$ cat src/rtl/board_shuffle_ctrl_if.sv
// board_shuffle_ctrl_if: control, gameplay write and board RAM signals of board_shuffle_ctrl
interface board_shuffle_ctrl_if #(
  parameter int ADDR_W = 4,
  parameter int DATA_W = 6
);
  logic              Start;
  logic [7:0]        seed;
  logic              GpWe;
  logic [ADDR_W-1:0] GpLoc;
  logic [DATA_W-1:0] GpData;
  logic [DATA_W-1:0] MemRdata;
  logic              MemWe;
  logic [ADDR_W-1:0] MemAddr;
  logic [DATA_W-1:0] MemWdata;
  logic              Busy;
  logic              Done;
  logic [7:0]        state;
  modport master (
    output Start, seed, GpWe, GpLoc, GpData, MemRdata,
    input  MemWe, MemAddr, MemWdata, Busy, Done, state
  );
  modport slave (
    input  Start, seed, GpWe, GpLoc, GpData, MemRdata,
    output MemWe, MemAddr, MemWdata, Busy, Done, state
  );
endinterface

$ cat src/rtl/board_shuffle_ctrl.sv
// board_shuffle_ctrl: fills the card board with pairs, then Fisher-Yates shuffles it.
// Define BOARD_SHUFFLE_EN to build the LFSR shuffle; otherwise FILL goes straight to DONE.
module board_shuffle_ctrl #(
  parameter int NUM_CARDS = 16,
  parameter int ADDR_W    = 4,
  parameter int DATA_W    = 6,
  parameter int VAL_BASE  = 1
) (
  input logic                 Clk,
  input logic                 Reset,
  board_shuffle_ctrl_if.slave bus
);
  localparam logic [7:0] S_IDLE = 8'h01;
  localparam logic [7:0] S_FILL = 8'h02;
  localparam logic [7:0] S_PICK = 8'h04;
  localparam logic [7:0] S_RD_I = 8'h08;
  localparam logic [7:0] S_RD_J = 8'h10;
  localparam logic [7:0] S_WR_I = 8'h20;
  localparam logic [7:0] S_WR_J = 8'h40;
  localparam logic [7:0] S_DONE = 8'h80;
  logic [7:0]        st, st_nx;
  logic [ADDR_W-1:0] cnt;
  logic [DATA_W-1:0] fill_val;
  logic              idle, fill, fill_last;
  assign idle      = st == S_IDLE;
  assign fill      = st == S_FILL;
  assign fill_last = cnt == ADDR_W'(NUM_CARDS - 1);
  assign fill_val  = DATA_W'(VAL_BASE) + DATA_W'(cnt[ADDR_W-1:1]);
  always_ff @(posedge Clk or negedge Reset)
    if (!Reset) begin
      st  <= S_IDLE;
      cnt <= '0;
    end else begin
      st  <= st_nx;
      cnt <= fill ? cnt + 1'b1 : idle ? '0 : cnt;
    end
`ifdef BOARD_SHUFFLE_EN
  logic [7:0]        lfsr, lfsr_nx;
  logic [ADDR_W-1:0] i, j, pj, i_dec;
  logic [DATA_W-1:0] vi;
  logic              dec;
  assign lfsr_nx = lfsr[0] ? (lfsr >> 1) ^ 8'hB8 : lfsr >> 1;
  assign pj      = lfsr[ADDR_W-1:0];
  assign i_dec   = i - 1'b1;
  assign dec     = (st == S_PICK && pj == i) || st == S_WR_J;
  always_ff @(posedge Clk or negedge Reset)
    if (!Reset) begin
      lfsr <= 8'h01;
      i    <= ADDR_W'(NUM_CARDS - 1);
      j    <= '0;
      vi   <= '0;
    end else begin
      if (idle && bus.Start) lfsr <= bus.seed == 8'h00 ? 8'h01 : bus.seed;
      else if (st == S_PICK) lfsr <= lfsr_nx;
      if (idle && bus.Start) i <= ADDR_W'(NUM_CARDS - 1);
      else if (dec) i <= i_dec;
      if (st == S_PICK) j <= pj;
      if (st == S_RD_J) vi <= bus.MemRdata;
    end
  always_comb begin
    st_nx = S_IDLE;
    case (st)
      S_IDLE: st_nx = bus.Start ? S_FILL : S_IDLE;
      S_FILL: st_nx = fill_last ? S_PICK : S_FILL;
      S_PICK: st_nx = pj > i ? S_PICK : pj == i ? (i_dec == '0 ? S_DONE : S_PICK) : S_RD_I;
      S_RD_I: st_nx = S_RD_J;
      S_RD_J: st_nx = S_WR_I;
      S_WR_I: st_nx = S_WR_J;
      S_WR_J: st_nx = i_dec == '0 ? S_DONE : S_PICK;
      default: st_nx = S_IDLE;
    endcase
  end
  // RD_J returns v[i] (latched as vi); WR_I sees v[j] on MemRdata
  assign bus.MemWe    = idle ? bus.GpWe : fill || st == S_WR_I || st == S_WR_J;
  assign bus.MemAddr  = idle ? bus.GpLoc : fill ? cnt : (st == S_RD_I || st == S_WR_I) ? i : j;
  assign bus.MemWdata = idle ? bus.GpData : fill ? fill_val : st == S_WR_I ? bus.MemRdata : vi;
`else
  logic unused_ok;
  assign unused_ok = ^{bus.seed, bus.MemRdata};
  always_comb begin
    st_nx = S_IDLE;
    case (st)
      S_IDLE: st_nx = bus.Start ? S_FILL : S_IDLE;
      S_FILL: st_nx = fill_last ? S_DONE : S_FILL;
      default: st_nx = S_IDLE;
    endcase
  end
  assign bus.MemWe    = idle ? bus.GpWe : fill;
  assign bus.MemAddr  = idle ? bus.GpLoc : cnt;
  assign bus.MemWdata = idle ? bus.GpData : fill_val;
`endif
  assign bus.Busy  = !idle;
  assign bus.Done  = st == S_DONE;
  assign bus.state = st;
endmodule

$ cat src/flat_wrapper.sv
// flat-port wrapper written by rule: the top's interface ports become plain ports
module board_shuffle_ctrl_flat 
#(
  parameter int NUM_CARDS = 16,
  parameter int ADDR_W    = 4,
  parameter int DATA_W    = 6,
  parameter int VAL_BASE  = 1
)
  (Clk, Reset, bus_Start, bus_seed, bus_GpWe, bus_GpLoc, bus_GpData, bus_MemRdata, bus_MemWe, bus_MemAddr, bus_MemWdata, bus_Busy, bus_Done, bus_state);
  board_shuffle_ctrl_if #(.ADDR_W(ADDR_W), .DATA_W(DATA_W)) bus_i ();
  input logic Clk;
  input logic Reset;
  input wire logic [$bits(bus_i.Start)-1:0] bus_Start;
  input wire logic [$bits(bus_i.seed)-1:0] bus_seed;
  input wire logic [$bits(bus_i.GpWe)-1:0] bus_GpWe;
  input wire logic [$bits(bus_i.GpLoc)-1:0] bus_GpLoc;
  input wire logic [$bits(bus_i.GpData)-1:0] bus_GpData;
  input wire logic [$bits(bus_i.MemRdata)-1:0] bus_MemRdata;
  output wire logic [$bits(bus_i.MemWe)-1:0] bus_MemWe;
  output wire logic [$bits(bus_i.MemAddr)-1:0] bus_MemAddr;
  output wire logic [$bits(bus_i.MemWdata)-1:0] bus_MemWdata;
  output wire logic [$bits(bus_i.Busy)-1:0] bus_Busy;
  output wire logic [$bits(bus_i.Done)-1:0] bus_Done;
  output wire logic [$bits(bus_i.state)-1:0] bus_state;
  assign bus_i.Start = bus_Start;
  assign bus_i.seed = bus_seed;
  assign bus_i.GpWe = bus_GpWe;
  assign bus_i.GpLoc = bus_GpLoc;
  assign bus_i.GpData = bus_GpData;
  assign bus_i.MemRdata = bus_MemRdata;
  assign bus_MemWe = bus_i.MemWe;
  assign bus_MemAddr = bus_i.MemAddr;
  assign bus_MemWdata = bus_i.MemWdata;
  assign bus_Busy = bus_i.Busy;
  assign bus_Done = bus_i.Done;
  assign bus_state = bus_i.state;
  board_shuffle_ctrl #(.NUM_CARDS(NUM_CARDS), .ADDR_W(ADDR_W), .DATA_W(DATA_W), .VAL_BASE(VAL_BASE)) u_core (.Clk(Clk), .Reset(Reset), .bus(bus_i));
endmodule
$ cat config.mk
export PLATFORM = sky130hd
export DESIGN_NAME = board_shuffle_ctrl_flat
export DESIGN_NICKNAME = d
export VERILOG_FILES = /design/src/rtl/board_shuffle_ctrl_if.sv /design/src/rtl/board_shuffle_ctrl.sv /design/src/flat_wrapper.sv
export SDC_FILE = /design/constraint.sdc
export NUM_CORES = 1
export LEC_CHECK = 0
export BUFFER_PORTS_ARGS = -buffer_cell sky130_fd_sc_hd__buf_2
export CORE_UTILIZATION = 40
export DETAILED_ROUTE_END_ITERATION = 8
export PLACE_DENSITY = 0.82
export SLEW_MARGIN = 15
export SYNTH_ARGS = -nofsm -noshare
export SYNTH_HDL_FRONTEND = slang
export SYNTH_SLANG_ARGS = --single-unit
export TNS_END_PERCENT = 50
$ cat constraint.sdc
create_clock -name Clk -period 3.7 [get_ports Clk]
set_input_delay 0.37 -clock Clk [delete_from_list [all_inputs] [get_ports Clk]]
set_output_delay 0.37 -clock Clk [all_outputs]
set_load 0.01 [all_outputs]
==> results.sh, run 1 <==
export IMPL_synth_compound_area_share_pct=18.0
export IMPL_area_growth_synth_to_final_pct=23.3
export IMPL_synth_seq_cells=7
export IMPL_nNetsFinal=129
export IMPL_seqPwrFrac_pct=29.2
export IMPL_antenna_found_initial=0
export IMPL_start_kind="flip-flop"
export IMPL_status="finished, final reports clean"
export IMPL_initial_core_util_pct=44.2
export IMPL_clock_latency_ns=0.26
export IMPL_cts_tree="done"
export IMPL_synth_area_um2=597
export IMPL_power_density_nw_per_um2=627
export IMPL_p_comb_share_pct=55.5
export IMPL_switching_share_pct=42.6
export IMPL_end_kind="primary output"
export IMPL_grt_pass1_vias=441
export IMPL_synth_top_family_by_area="simple AND/OR/NAND/NOR gates"
export IMPL_drc=0
export IMPL_ios=49
export IMPL_drtAntennaViolNets=0
export IMPL_crit_fanout=15
export IMPL_drv_cap=0
export IMPL_num_rows=13
export IMPL_die_w_um=40.6
export IMPL_layout_common_cells="29 x buf_2, 9 x o21ai_0, 8 x nand2_1"
export IMPL_die_h_um=40.6
export IMPL_final_common_cell="buf_2"
export IMPL_power_frac_clock_pct=15.4
export IMPL_period_needed_ns=2.30
export IMPL_grt_usage_pct=17.5
export IMPL_vias=562
export IMPL_rsz0062_at_grt="false"
export IMPL_min_path_type="input port to flip-flop"
export IMPL_synth_fa_ha_area_share_pct=4.19
export IMPL_grt_overflow=0
export IMPL_hold_viol=0
export IMPL_p_int_w=0.000265
export IMPL_crit_required_ns=3.33
export IMPL_root_buffer="clkbuf_4"
export IMPL_tightest_slew_ns=0.538
export IMPL_synthXorXnorAreaFrac_pct=1.47
export IMPL_dieArea_um2=1650
export IMPL_wl_per_cell_um=11.1
export IMPL_vias_per_cell=4.97
export IMPL_postSynthAreaPerCell_um2=8.53
export IMPL_numPortBuffers=29
export IMPL_critical_path_arrival_ns=1.93
export IMPL_post_cts_buffers=0
export IMPL_ys_types=30
export IMPL_wirelength_mm=1.25
export IMPL_ir_drop_v=0.000303
export IMPL_setup_tns_ns=0
export IMPL_cts_buffers=3
export IMPL_ys_seq_area_share_pct=29.6
export IMPL_synth_area_mux_share_pct=7.55
export IMPL_yosysWarnings=0
export IMPL_cts_resized=0
export IMPL_fin_skew_ns=0.00862
export IMPL_htree_levels=1
export IMPL_grt_pass1_wl_mm=1.86
export IMPL_netlist_instances=70
export IMPL_dp_hpwl_um=936
export IMPL_finalCritPeriodShare_pct=62.2
export IMPL_diodes=0
export IMPL_fmax_ghz=0.434
export IMPL_clk_path_buf_depth=2
export IMPL_clkSinkCount=7
export IMPL_setup_viol=0
export IMPL_synth_simple_area_share_pct=23.9
export IMPL_core_area_um2=1350
export IMPL_slew_violations=0
export IMPL_cellLeakagePower_nw=0.386
export IMPL_slew_headroom_pct=64.1
export IMPL_firstDrtPassIters=4
export IMPL_critPathKind="flip-flop to primary output"
export IMPL_cts_clk_slew_worst_paths_ns=0.06
export IMPL_drive_gt1_share_pct=40.8
export IMPL_worst_hold_slack_ns=0.371
export IMPL_gp_congestion=0.780
export IMPL_p_sw_w=0.000196
export IMPL_grt_max_degree=16
export IMPL_drt_iter0_markers=8
-- state kept, by name, indices dropped and copies added, names as in the netlist --
signal,flops
u_core.bus.state,3
u_core.cnt,4
-- what timing repair did --
item / CTS / global route
endpoints found under the hold margin: 6 / 0
hold buffers: 1 / 0
setup endpoints to repair: 0 / 0
-- power groups by stage --
stage | Sequential [W] | Combinational [W] | Clock, W
floorplan | 0.000114 | 0.000222 | 0
global placement | 0.000134 | 0.000250 | 0
detailed placement | 0.000135 | 0.000256 | 0
CTS | 0.000134 | 0.000260 | 0.0000737
global route | 0.000140 | 0.000294 | 0.0000779
finish | 0.000134 | 0.000256 | 0.0000708
-- critical path, stage by stage (launching register included) --
cell,delay [ns]
dfstp_2,0.63
nor3b_4,0.52
mux2_2,0.39
buf_2,0.14
-- synth_stat cells (all sizes together) --
master | n | share of area (%)
a21o | 1 | 1.3
a21oi | 5 | 4.2
a22oi | 1 | 1.3
a31o | 1 | 1.5
and2 | 3 | 3.1
buf | 9 | 12
clkbuf | 1 | 0.63
conb | 1 | 0.63
dfrtp | 6 | 25
dfstp | 1 | 4.4
ha | 2 | 4.2
inv | 3 | 1.9
mux2 | 4 | 7.5
nand2 | 8 | 5.0
nand2b | 2 | 3.4
nand3 | 2 | 1.7
nor2 | 2 | 1.3
nor2b | 1 | 1.0
nor3 | 1 | 0.84
nor3b | 1 | 3.1
nor4b | 1 | 1.5
nor4bb | 1 | 1.7
o211ai | 1 | 1.3
o21ai | 9 | 7.5
o22ai | 1 | 1.0
or4 | 1 | 1.3
xnor2 | 1 | 1.5
-- final cells by class --
| cell class | count | area (µm²) |
|---|---|---|
| fillers | 126 | 614 |
| multi-input cells | 54 | 348 |
| flip-flops and latches | 7 | 176 |
| repair buffers | 30 | 155 |
| clock buffers | 4 | 26.3 |
| well taps | 15 | 18.8 |
| inverters | 3 | 11.3 |
-- metal layers --
layer / global-route usage (%) / routed length [µm] / vias to the layer above
met5: 0 / 0 / -
li1: - / - / 288
met4: 5.00 / 0 / 0
met2: 28.6 / 641 / 22
met3: 8.15 / 81 / 0
met1: 20.4 / 531 / 252
-- stage by stage --
stage | total power [W] | worst slack [ns] | util [%] | cell area, µm² | instances
2_1_floorplan | 0.000336 | 1.97 | - | 612 | 74
3_3_place_gp | 0.000384 | 1.70 | 51.8 | 699 | 108
3_5_place_dp | 0.000391 | 1.66 | 51.8 | 699 | 108
4_1_cts | 0.000468 | 1.37 | 54.5 | 736 | 113
5_1_grt | 0.000512 | 1.25 | 54.5 | 736 | 113
6_report | 0.000461 | 1.40 | 54.5 | 736 | 113
-- final timing paths --
path	startpoint	cells past startpoint	to	slack, ns
worst max-delay path	u_core.bus.state[0]	3	bus_MemAddr[3]	1.40
worst min-delay path	bus_Start	3	u_core.bus.state[1]	0.37
worst max register to register	u_core.cnt[2]	4	u_core.cnt[3]	2.38
worst min register to register	u_core.bus.state[0]	1	u_core.cnt[2]	0.57
max in group asynchronous	Reset	2	u_core.bus.state[0]	2.98
min in group asynchronous	Reset	2	u_core.cnt[3]	0.48
-- kinds of logic after synthesis --
group           count (synthesis)
simple gates                   23
xor+xnor                        1
flops                           7
mux                             4
buf+inv                        13
other cells                     1
fa+ha+maj                       2
compound gates                 19
(Power assumes the default switching activity.)
==> run 2, diff against run 1 <==
--- a/config.mk
+++ b/config.mk
@@ -5,10 +5,11 @@
 export SDC_FILE = /design/constraint.sdc
 export NUM_CORES = 1
 export LEC_CHECK = 0
+export ABC_AREA = 1
 export BUFFER_PORTS_ARGS = -buffer_cell sky130_fd_sc_hd__buf_2
-export CORE_UTILIZATION = 40
+export CORE_UTILIZATION = 33
 export DETAILED_ROUTE_END_ITERATION = 8
-export PLACE_DENSITY = 0.82
+export PLACE_DENSITY = 0.74
 export SLEW_MARGIN = 15
 export SYNTH_ARGS = -nofsm -noshare
 export SYNTH_HDL_FRONTEND = slang
==> constraint.sdc (replaced) <==
create_clock -name Clk -period 1.9 [get_ports Clk]
set_input_delay 0.19 -clock Clk [delete_from_list [all_inputs] [get_ports Clk]]
set_output_delay 0.19 -clock Clk [all_outputs]
set_load 0.01 [all_outputs]
==> results.sh, run 2 <==
export IMPL_period_needed_ns=1.66
export IMPL_clk_path_buf_depth=2
export IMPL_final_common_cell="nand2_1"
export IMPL_start_kind="flip-flop"
export IMPL_top_usage_layer="met2"
export IMPL_finalCritPeriodShare_pct=87.1
export IMPL_antenna_found_initial=0
export IMPL_whs_path_depth=4
export IMPL_regMostFlops="u_core.cnt"
export IMPL_dieArea_um2=1860
export IMPL_drtAntennaViolNets=0
export IMPL_vias=605
export IMPL_crit_fanout=18
export IMPL_num_rows=14
export IMPL_finalNonFillerCells=135
export IMPL_critPathSlowestCell="dfstp_2"
export IMPL_cts_clk_slew_worst_paths_ns=0.05
export IMPL_root_buffer="clkbuf_4"
export IMPL_crit_required_ns=1.71
export IMPL_initial_core_util_pct=36.2
export IMPL_firstDrtPassIters=4
export IMPL_diodes=0
export IMPL_crit_buf_inv=2
export IMPL_cts_resized=0
export IMPL_nNetsFinal=150
export IMPL_drc=0
export IMPL_cts_tree="done"
export IMPL_synth_seq_cells=7
export IMPL_numPortBuffers=29
export IMPL_grt_usage_pct=13.9
export IMPL_use_met3_pct=2.55
export IMPL_fin_skew_ns=0.00455
export IMPL_grt_pass1_vias=487
export IMPL_clkSinkCount=7
export IMPL_critical_path_arrival_ns=1.47
export IMPL_core_area_um2=1540
export IMPL_setup_viol=0
export IMPL_max_stage_delay_ns=0.57
export IMPL_slew_violations=0
export IMPL_grt_util_met1_pct=16.1
export IMPL_wirelength_mm=1.23
export IMPL_hold_viol=0
export IMPL_critical_path_depth=5
export IMPL_drive_gt1_share_pct=31.9
export IMPL_dp_cells=130
export IMPL_ios=49
export IMPL_drv_cap=0
export IMPL_min_path_type="input port to flip-flop"
export IMPL_async_flop_share_pct=100
export IMPL_grt_max_degree=19
export IMPL_gp_congestion=0.752
export IMPL_grtUsageMet2_pct=23.0
export IMPL_post_cts_buffers=0
export IMPL_synth_edf_count=0
export IMPL_grt_overflow=0
export IMPL_area_growth_synth_to_final_pct=29.1
export IMPL_largest_register_ffs=4
export IMPL_drt_iter0_markers=15
export IMPL_final_core_util_pct=46.8
export IMPL_hold_buffers=1
export IMPL_power_density_nw_per_um2=1270
export IMPL_die_w_um=43.1
export IMPL_die_h_um=43.1
export IMPL_end_kind="primary output"
export IMPL_synth_top_area_share_pct=26.9
export IMPL_crit_chain="nand3_4 -> inv_2 -> nand2_1 -> nand2_1 -> buf_2"
export IMPL_grt_pass1_wl_mm=1.93
export IMPL_layout_common_cells="40 x nand2_1, 29 x buf_2, 8 x inv_1, 8 x nor2_1, 7 x nand3_1"
export IMPL_yosys_top_cells_count="40 x nand2_1, 8 x inv_1, 8 x nor2_1"
export IMPL_p_total_w=0.000918
export IMPL_rsz0062_at_grt="false"
export IMPL_status="finished, final reports clean"
export IMPL_cellLeakagePower_nw=0.473
export IMPL_synthTopCellsByArea="dfrtp_1 27%, nand2_1 27%, buf_4 6.7%"
export IMPL_synthMostInstantiatedCell="nand2_1"
export IMPL_cts_buffers=3
export IMPL_setup_tns_ns=0
export IMPL_r2r_worst_path_cells=6
export IMPL_synthFlopType="dfrtp_1"
export IMPL_critPathKind="flip-flop to primary output"
export IMPL_postSynthAreaPerCell_um2=6.34
export IMPL_ys_seq_area_share_pct=31.6
export IMPL_ir_drop_v=0.000492
export IMPL_synth_top_cell_by_area="dfrtp_1"
export IMPL_cp_top_family="flip-flops"
export IMPL_synth_area_um2=558
export IMPL_dp_hpwl_um=955
export IMPL_wl_per_cell_um=9.11
export IMPL_yosysWarnings=0
export IMPL_htree_levels=1
export IMPL_netlist_instances=88
export IMPL_ys_types=17
export IMPL_clock_latency_ns=0.26
export IMPL_cp_common_cell="nand2_1"
export IMPL_vias_per_cell=4.48
export IMPL_fmax_ghz=0.604
==> run 2: cell types whose count changed in the layout (fill, tap and decap cells not counted), moves of 4 or more <==
cell | before | now
nor2_1 | 2 | 8
o21ai_0 | 9 | 1
a21oi_1 | 5 | 0
mux2_2 | 4 | 0
nand3_1 | 2 | 7
nand2_1 | 8 | 40
inv_1 | 3 | 8
==> run 2: cell families after synthesis <==
family / count (synthesis) / synth area share, %
AOI/OAI and AO/OA: 1 / 0.896
xor gates and xnor gates: 1 / 1.57
adders and majority gates: 2 / 4.48
buffers and inverters: 18 / 17.0
DFF: 7 / 31.6
other: 1 / 0.672
and+or+nand+nor: 58 / 43.7
==> run 2: report_power, final <==
part           total, W  switching [W]  internal, W
clock          0.000139      0.0000586    0.0000804
combinational  0.000540       0.000345     0.000195
sequential     0.000239      0.0000479     0.000191
==> run 2: worst paths after layout <==
path | startpoint | end | slack (ns)
max in group asynchronous | Reset | u_core.bus.state[0] | 1.38
min in group asynchronous | Reset | u_core.cnt[1] | 0.29
setup / recovery | u_core.bus.state[0] | bus_MemWdata[1] | 0.24
hold / removal | bus_Start | u_core.bus.state[0] | 0.18
hold reg to reg | u_core.cnt[1] | u_core.cnt[1] | 0.60
setup reg to reg | u_core.cnt[0] | u_core.bus.state[1] | 0.80
==> run 2: through the flow <==
stage	instance area [µm²]	setup WS (ns)	hold WS (ns)
floorplan	573	0.687	-0.106
finish	721	0.245	0.181
global route	721	0.145	0.219
CTS	721	0.242	0.179
detailed placement	684	0.521	0.0321
global placement	684	0.523	0.0271
==> run 2: per-layer routing <==
metal / part of all wire (%) / vias to the layer above / wire [µm]
met5: 0 / - / 0
met4: 2.8 / 0 / 35
met3: 4.3 / 5 / 53
met2: 49 / 22 / 601
met1: 44 / 265 / 539
li1: - / 313 / -
==> run 2: area by class of cell <==
cell class              count  area, µm²
multi-input cells          67        302
inverters                  11       41.3
clock buffers               4       26.3
well taps                  16       20.0
fillers                   172        821
flip-flops and latches      7        176
repair buffers             30        155
==> run 2: worst min-delay path, stage by stage <==
cell	delay, ns
buf_2	0.07
inv_1	0.04
nor2_1	0.09
nor2_1	0.04
==> run 3, diff against run 2 <==
--- a/config.mk
+++ b/config.mk
@@ -7,6 +7,7 @@
 export LEC_CHECK = 0
 export ABC_AREA = 1
 export BUFFER_PORTS_ARGS = -buffer_cell sky130_fd_sc_hd__buf_2
+export CORE_ASPECT_RATIO = 1.1
 export CORE_UTILIZATION = 33
 export DETAILED_ROUTE_END_ITERATION = 8
 export PLACE_DENSITY = 0.74
==> results.sh, run 3 (synthesis gave the netlist of run 2 again) <==
export IMPL_status="finished, final reports clean"
export IMPL_fmax_ghz=0.602
export IMPL_htree_levels=1
export IMPL_vias_per_cell=4.37
export IMPL_crit_chain="nand3_4 -> inv_2 -> nand2_1 -> nand2_1 -> buf_2"
export IMPL_crit_start="u_core.bus.state[0]"
export IMPL_period_needed_ns=1.66
export IMPL_min_path_type="input port to flip-flop"
export IMPL_grt_max_degree=19
export IMPL_max_stage_delay_ns=0.57
export IMPL_finalCritPeriodShare_pct=87.4
export IMPL_crit_required_ns=1.71
export IMPL_critPathSlowestCell="dfstp_2"
export IMPL_die_w_um=41.2
export IMPL_root_buffer="clkbuf_4"
export IMPL_gp_congestion=0.702
export IMPL_setup_viol=0
export IMPL_wl_per_cell_um=8.97
export IMPL_place_worst_setup_slack_ns=0.506
export IMPL_initial_core_util_pct=35.4
export IMPL_post_cts_buffers=0
export IMPL_grt_usage_pct=15.3
export IMPL_drt_iter0_markers=4
export IMPL_rsz0062_at_grt="false"
export IMPL_fillerInstances=172
export IMPL_core_area_um2=1580
export IMPL_clk_path_buf_depth=2
export IMPL_dp_hpwl_um=928
export IMPL_setup_tns_ns=0
export IMPL_slew_violations=0
export IMPL_grt_pass1_vias=481
export IMPL_final_common_cell="nand2_1"
export IMPL_cts_buffers=3
export IMPL_r2r_start="u_core.cnt[0]"
export IMPL_start_kind="flip-flop"
export IMPL_end_kind="primary output"
export IMPL_ios=49
export IMPL_layout_common_cells="40 x nand2_1, 29 x buf_2, 8 x inv_1, 8 x nor2_1, 7 x nand3_1"
export IMPL_die_h_um=45.1
export IMPL_cts_clk_slew_worst_paths_ns=0.06
export IMPL_vias=594
export IMPL_num_rows=15
export IMPL_diodes=0
export IMPL_ir_drop_v=0.000427
export IMPL_cp_top_family="flip-flops"
export IMPL_cp_common_cell="nand2_1"
export IMPL_nNetsFinal=150
export IMPL_firstDrtPassIters=4
export IMPL_drtAntennaViolNets=0
export IMPL_drv_cap=0
export IMPL_clkSinkCount=7
export IMPL_cts_tree="done"
export IMPL_wirelength_mm=1.22
export IMPL_largest_register_ffs=4
export IMPL_power_density_nw_per_um2=1270
export IMPL_fin_skew_ns=0.00311
export IMPL_crit_buf_inv=2
export IMPL_antenna_found_initial=0
export IMPL_grt_overflow=0
export IMPL_dieArea_um2=1860
export IMPL_area_growth_synth_to_final_pct=29.6
export IMPL_hold_start="bus_Start"
export IMPL_drc=0
export IMPL_worst_slack_ns=0.240
export IMPL_clock_latency_ns=0.26
export IMPL_crit_fanout=18
export IMPL_grt_pass1_wl_mm=1.84
export IMPL_hold_viol=0
export IMPL_drive_gt1_share_pct=32.8
export IMPL_critPathKind="flip-flop to primary output"
export IMPL_regMostFlops="u_core.cnt"
export IMPL_cellLeakagePower_nw=0.476
export IMPL_critical_path_arrival_ns=1.47
export IMPL_numPortBuffers=29
run 3: changes by cell type in the layout (fill, tap and decap cells not counted), sizes merged:
| cell | previous run | this run |
|---|---|---|
| clkbuf | 4 | 3 |
| clkinv | 0 | 1 |
run 3: worst register-to-register path, delay by kind of cell, from the launching register on:
family	cells	cell delay, ns
adder cells (fa/ha/maj)	1	0.19
AND/OR/NAND/NOR	3	0.20
AO/OA/AOI/OAI	1	0.08
flip-flops	1	0.43
buffers and inverters	1	0.07
run 3: final timing paths:
check | end | depth (start not counted) | slack [ns]
max in group asynchronous | u_core.bus.state[0] | 2 | 1.38
worst min register to register | u_core.cnt[1] | 2 | 0.60
worst max-delay path | bus_MemWdata[2] | 5 | 0.24
min in group asynchronous | u_core.cnt[2] | 2 | 0.29
worst min-delay path | u_core.bus.state[0] | 4 | 0.22
worst max register to register | u_core.bus.state[1] | 6 | 0.80
run 3: area by class of cell:
type                    instances  area (µm²)  share of cell area [%]
multi-input cells              67         302                    41.7
flip-flops and latches          7         176                    24.4
clock inverters                 1        5.00                   0.692
repair buffers                 30         155                    21.5
clock buffers                   3        22.5                    3.11
well taps                      17        21.3                    2.94
inverters                      11        41.3                    5.71
run 3: per-stage QoR:
| step | cells | area [µm²] | power (W) | utilization, % | hold WS, ns |
|---|---|---|---|---|---|
| after floorplan | 92 | 573 | 0.000618 | - | -0.106 |
| after global placement | 131 | 686 | 0.000776 | 43.5 | 0.0265 |
| after global routing | 136 | 723 | 0.00102 | 45.9 | 0.266 |
| after CTS | 136 | 723 | 0.000934 | 45.9 | 0.204 |
| final | 136 | 723 | 0.000922 | 45.9 | 0.215 |
| after detailed placement | 131 | 686 | 0.000791 | 43.5 | 0.0311 |
run 3: power by group:
group	total, W	internal, W	switching (W)
logic	0.000544	0.000195	0.000349
clock network	0.000141	0.0000774	0.0000639
registers	0.000236	0.000191	0.0000455
run 3: timing repair:
action,CTS,global route
gates resized for setup,0,0
endpoints found under the hold margin,7,0
endpoints found under the setup margin,0,0
hold buffers,1,0
run 3: layer usage:
| metal | track usage, % | vias to the layer above | part of all wire, % |
|---|---|---|---|
| met3 | 1.48 | 5 | 1.8 |
| li1 | - | 317 | - |
| met1 | 17.7 | 261 | 41 |
| met5 | 0 | - | 0 |
| met4 | 14.8 | 0 | 4.2 |
| met2 | 23.1 | 11 | 53 |
